--- config.mk ---
export PLATFORM = sky130hd
export DESIGN_NAME = sap1_pio_regs
export DESIGN_NICKNAME = d
export VERILOG_FILES = /design/src/rtl/sap1_pio_regs.sv
export SDC_FILE = /design/constraint.sdc
export NUM_CORES = 1
export LEC_CHECK = 0
export CAP_MARGIN = 40
export CELL_PAD_IN_SITES_DETAIL_PLACEMENT = 1
export CELL_PAD_IN_SITES_GLOBAL_PLACEMENT = 2
export CORE_MARGIN = 1
export CORE_UTILIZATION = 31
export CTS_CLUSTER_SIZE = 40
export DETAILED_ROUTE_END_ITERATION = 10
export PLACE_DENSITY = 0.86
export SYNTH_ARGS = -nofsm -noshare
export SYNTH_HDL_FRONTEND = slang
export SYNTH_SLANG_ARGS = --single-unit
--- constraint.sdc ---
create_clock -name clk -period 5.55 [get_ports clk]
set_clock_uncertainty 0.05 [all_clocks]
set_input_delay 0.8325 -clock clk [delete_from_list [all_inputs] [get_ports clk]]
set_output_delay 0.8325 -clock clk [all_outputs]
set_load 0.01 [all_outputs]
--- src/rtl/sap1_pio_regs.sv ---
// PIO register target for the SAP1 subsystem: ID/CTRL/STATUS/SCRATCH/ERR
// registers plus a 16-entry program RAM window. Every read returns on a
// fixed two-cycle pipeline.
module sap1_pio_regs #(
    parameter logic [31:0] ID_VALUE  = 32'h5A50_0001,
    parameter int unsigned RAM_DEPTH = 16
) (
    input  logic        clk,
    input  logic        reset,
    input  logic [15:0] pio_addr,
    input  logic [31:0] pio_data_w,
    input  logic        pio_rw,
    input  logic        pio_cmd_vld,
    output logic        pio_rd_vld,
    output logic [31:0] pio_data_r,
    output logic        cpu_run,
    output logic        cpu_step,
    output logic        cpu_reset,
    input  logic        cpu_halted,
    input  logic [7:0]  cpu_out,
    output logic        ram_re,
    output logic        ram_we,
    output logic [3:0]  ram_addr,
    output logic [7:0]  ram_wdata,
    input  logic [7:0]  ram_rdata
);

    localparam int unsigned DATA_W   = 32;
    localparam int unsigned ERR_W    = 8;
    localparam logic [31:0] UNMAPPED = 32'hDEAD_BEEF;

    logic              cmd;
    logic              is_rd;
    logic              is_wr;
    logic              aligned;
    logic              hit_id;
    logic              hit_ctrl;
    logic              hit_stat;
    logic              hit_scr;
    logic              hit_err;
    logic              hit_win;
    logic              mapped;
    logic              err_ev;
    logic [DATA_W-1:0] rd_word;

    logic [DATA_W-1:0] scratch;
    logic [ERR_W-1:0]  err_cnt;

    logic              s1_vld;
    logic              s1_ram;
    logic [DATA_W-1:0] s1_data;

    // Address decode, error detection and read-data selection for cycle T
    always_comb begin
        cmd      = pio_cmd_vld & ~reset;
        is_rd    = cmd & pio_rw;
        is_wr    = cmd & ~pio_rw;
        aligned  = (pio_addr[1:0] == 2'b00);
        hit_id   = (pio_addr == 16'h0000);
        hit_ctrl = (pio_addr == 16'h0004);
        hit_stat = (pio_addr == 16'h0008);
        hit_scr  = (pio_addr == 16'h000C);
        hit_err  = (pio_addr == 16'h0010);
        hit_win  = aligned && (pio_addr[15:8] == 8'h01)
                   && (pio_addr[7:2] < 6'(RAM_DEPTH));
        mapped   = hit_id | hit_ctrl | hit_stat | hit_scr | hit_err | hit_win;
        err_ev   = cmd & (~mapped
                          | (~pio_rw & (hit_id | hit_stat))
                          | (~pio_rw & hit_win & cpu_run));
        rd_word  = UNMAPPED;
        if (hit_id)   rd_word = ID_VALUE;
        if (hit_ctrl) rd_word = {29'd0, cpu_reset, 1'b0, cpu_run};
        if (hit_stat) rd_word = {16'd0, cpu_out, 7'd0, cpu_halted};
        if (hit_scr)  rd_word = scratch;
        if (hit_err)  rd_word = {24'd0, err_cnt};
        if (hit_win)  rd_word = 32'd0;
    end

    // RAM port is driven straight from the command in its own cycle
    always_comb begin
        ram_re    = is_rd & hit_win;
        ram_we    = is_wr & hit_win & ~cpu_run;
        ram_addr  = 4'd0;
        ram_wdata = 8'd0;
        if (cmd && hit_win) begin
            ram_addr  = pio_addr[5:2];
            ram_wdata = pio_data_w[7:0];
        end
    end

    // Control, scratch and saturating error-count registers
    always_ff @(posedge clk) begin
        if (reset) begin
            cpu_run   <= 1'b0;
            cpu_step  <= 1'b0;
            cpu_reset <= 1'b1;
            scratch   <= '0;
            err_cnt   <= '0;
        end else begin
            cpu_step <= 1'b0;
            if (is_wr && hit_ctrl) begin
                cpu_run   <= pio_data_w[0];
                cpu_reset <= pio_data_w[2];
                // Step only when the CPU stays stopped across the write
                cpu_step  <= pio_data_w[1] & ~pio_data_w[0] & ~cpu_run;
            end
            if (is_wr && hit_scr) begin
                scratch <= pio_data_w;
            end
            // A clearing write beats a coincident error event
            if (is_wr && hit_err) begin
                err_cnt <= '0;
            end else if (err_ev && (err_cnt != {ERR_W{1'b1}})) begin
                err_cnt <= err_cnt + ERR_W'(1);
            end
        end
    end

    // Two-stage read pipeline; RAM data joins in stage one
    always_ff @(posedge clk) begin
        if (reset) begin
            s1_vld     <= 1'b0;
            s1_ram     <= 1'b0;
            s1_data    <= '0;
            pio_rd_vld <= 1'b0;
            pio_data_r <= '0;
        end else begin
            s1_vld     <= is_rd;
            s1_ram     <= is_rd & hit_win;
            if (is_rd) begin
                s1_data <= rd_word;
            end
            pio_rd_vld <= s1_vld;
            if (s1_vld) begin
                pio_data_r <= s1_ram ? {24'd0, ram_rdata} : s1_data;
            end
        end
    end

endmodule

==> run_results.csv <==
group,metric,value,unit
worst_setup_path,reg2reg_from,"err_cnt[0]",
sta,rsz0062_at_grt,"false",
worst_setup_path,startpoint_type,"input port",
clock_network,cts_tree,"yes",
clock_network,htree_levels,3,
drt,vias,4204,
final_layout,diodes,0,
yosys,synth_nets,603,
yosys,yosysUniqueCellTypes,48,
clock_network,clk_path_buf_depth,2,
worst_setup_path,cp-end-kind,"output pin",
power_and_ir_drop,power_per_cell_area,254,mW/mm^2
floorplan,initial_core_util,31.6,%
clock_network,clock-sinks,110,
drt,drc,0,
yosys,synth_edf_count,0,
sta,hold_violations,0,
power_and_ir_drop,ir_drop,0.000171,V
yosys,muxShareOfSynthArea,12.4,%
floorplan,ios,119,
hold_path,hp-class,"reg -> reg",
sta,fin_setup_tns,0,ns
final_layout,finalNetCount,704,
yosys,async_flop_share,0,%
drt,first_pass_iters,4,
sta,finalCritPeriodShare,85.5,%
drt,drt-wirelength-per-cell,16.8,um
sta,setup_viol,0,
yosys,ys_seq_elements,110,
yosys,ys.flop_type,"dfxtp_1",
worst_setup_path,critPathKind,"in -> out",
clock_network,cts_buffers,9,
worst_setup_path,critPathLaunch,"pio_addr[12]",
worst_setup_path,critical_path_required,4.67,ns
global_routing,antenna_found_initial,0,
global_routing,grt_max_degree,49,
sta,relSlewSlack,53.8,%
floorplan,rows,45,
yosys,synth.avg_cell_area,8.98,um^2
yosys,synth_xor_area_share,0,%
drt,wirelength,13900,um
final_layout,area_growth,35.6,%
clock_network,clock_latency,0.35,ns
placed_design,place_congestion,0.851,
global_routing,grt_overflow,0,
final_layout,fillCellCount,1715,
final_layout,regArea,0.00220,mm^2
run_status,status,"finished clean",
floorplan,die_h,126,um
drt,via_per_inst,5.09,
clock_network,holdBufCountCts,0,
worst_setup_path,path_max_fanout,11,
sta,slew_viol_final,0,
sta,min_period,4.74,ns
global_routing,grt_pass1_wl,22400,um
drt,drt-initial-drc-count,290,
yosys,synth_top_family_by_area,"simple AND/OR/NAND/NOR gates",
floorplan,dieWidth,126,um
hold_path,hold_path_startpoint,"s1_data[2]",
clock_network,cts_resized,0,
yosys,synthAdderAreaFrac,0.262,%
placed_design,placed_area,0.00618,mm^2
yosys,seq_area_frac_synth,46.0,%
yosys,syn_area,0.00478,mm^2
final_layout,drive_gt1_share,6.74,%
floorplan,core,0.0151,mm^2
power_and_ir_drop,p_leak,0.00223,uW
drt,ant_nets,0,
clock_network,postCtsSetupRepairBufs,0,
clock_network,clk_pin_slew,0.07,ns
yosys,synth_cells,533,
sta,setup_ws,0.807,ns
yosys,synth_warnings,0,
floorplan,die-area,0.0159,mm^2
yosys,synth_compound_area_share,13.1,%
global_routing,first_global_vias,4379,
yosys,yosys.area_share.simple,24.1,%
sta,worst_slew_pin_slew,0.690,ns
final_layout,stdcell_area,0.00649,mm^2
clock_network,cts_root_buf,"clkbuf_16",
final_layout,multi_input_area,0.00239,mm^2
flow_run,max-cap-violations,0,
placed_design,dp_hpwl,9890,um
placed_design,dp_slack,0.791,ns
sta,max_freq,0.211,GHz
worst_setup_path,cp.arrival,3.86,ns
placed_design,portBuffers,118,
global_routing,grt_use_total,17.8,%
==> routing by layer <==
layer  track usage [%]  wire length [um]  vias to the layer above
met5                 0                 0                        -
met2              30.3              6630                       94
met1              22.6              6530                     2035
li1                  -                 -                     2062
met4              7.16               223                        0
met3              2.76               491                       13
==> registers in the layout, summed over array words and instances, names as in the netlist <==
name / cells
pio_data_r: 32
s1_data: 32
scratch: 32
err_cnt: 8
cpu_reset: 1
cpu_run: 1
cpu_step: 1
pio_rd_vld: 1
s1_ram: 1
s1_vld: 1
==> per-stage QoR <==
stage	cells	hold WS (ns)	util (%)	power, uW
6_report	826	0.408	42.9	1650
5_1_grt	826	0.434	42.9	1700
4_1_cts	826	0.411	42.9	1660
3_5_place_dp	811	0.395	40.8	989
3_3_place_gp	804	0.386	40.0	981
2_1_floorplan	533	0.374	-	899
==> critical path, stage by stage <==
cell and delay, ns:
clkdlybuf4s50_1 0.41, or4_4 0.55, nor3_2 0.42, nand3_1 0.26, nor2_1 0.59, and2_1 0.23
clkdlybuf4s50_1 0.55
==> final timing paths <==
path | end | slack, ns | depth (start not counted)
hold reg to reg | s1_data[2] | 0.41 | 2
setup / recovery | ram_wdata[3] | 0.81 | 7
hold / removal | s1_data[2] | 0.41 | 2
setup reg to reg | err_cnt[4] | 3.68 | 5
==> synthesized netlist by cell type (2+ instances only) <==
cell type | n | area (um^2)
or2_2 | 2 | 12.5
nand4_1 | 2 | 12.5
nand3_1 | 8 | 40.0
and2_1 | 11 | 68.8
or4_4 | 2 | 22.5
nand2_1 | 40 | 150
buf_4 | 3 | 22.5
and2_0 | 2 | 12.5
and3_1 | 8 | 50.1
dfxtp_1 | 110 | 2200
nor2_1 | 52 | 195
mux2_2 | 3 | 33.8
buf_2 | 4 | 20.0
and4_1 | 4 | 35.0
a31oi_1 | 6 | 37.5
nor4_1 | 3 | 18.8
or3_1 | 2 | 12.5
a32o_1 | 2 | 20.0
nor3_1 | 4 | 20.0
mux2i_1 | 56 | 561
a211oi_1 | 12 | 90.1
a21oi_1 | 42 | 210
inv_1 | 5 | 18.8
a41oi_1 | 2 | 17.5
a22oi_1 | 5 | 37.5
nand3b_1 | 25 | 188
nor2b_1 | 9 | 56.3
clkbuf_1 | 32 | 120
o21ai_0 | 30 | 150
nand2b_1 | 29 | 181
==> layout make-up <==
class | instances | area share (%)
tap | 188 | 3.62
sequential | 110 | 34.0
clock buffer | 12 | 4.11
clock inverter | 3 | 0.655
inverter | 5 | 0.289
multi-input combinational | 377 | 36.8
timing repair buffer | 131 | 20.6
==> power breakdown <==
group | leakage (uW) | internal, uW | switching [uW]
clock network | 0.000151 | 384 | 292
logic | 0.00119 | 79.6 | 67.6
registers | 0.000893 | 808 | 14.1
==> kinds of logic after synthesis <==
logic type,Yosys count
AOI/OAI and AO/OA,107
adders and majority gates,1
buffers and inverters,46
DFF,110
muxes,59
and+or+nand+nor,210
==> cell usage in the layout, fill, tap and decap left out, types with 2 or more instances in the layout <==
cell type and count:
a21oi_1 42, or4_4 2, o21ai_0 30, buf_12 3
nand2_1 40, and2_1 11, buf_4 7, a32o_1 2
clkdlybuf4s50_1 117, a211oi_1 12, mux2i_1 56, nand3_1 8
mux2_2 3, nand3b_1 25, nand2b_1 29, nor3_1 4
clkbuf_16 9, and3_1 8, clkbuf_8 3, inv_1 5
and2_0 2, nor2_1 52, a41oi_1 2, buf_2 2
a22oi_1 5, or2_2 2, dfxtp_1 109, or3_1 2
nor4_1 3, nor2b_1 9, and4_1 3, a31oi_1 6
nand4_1 2
(Power assumes the default switching activity.)
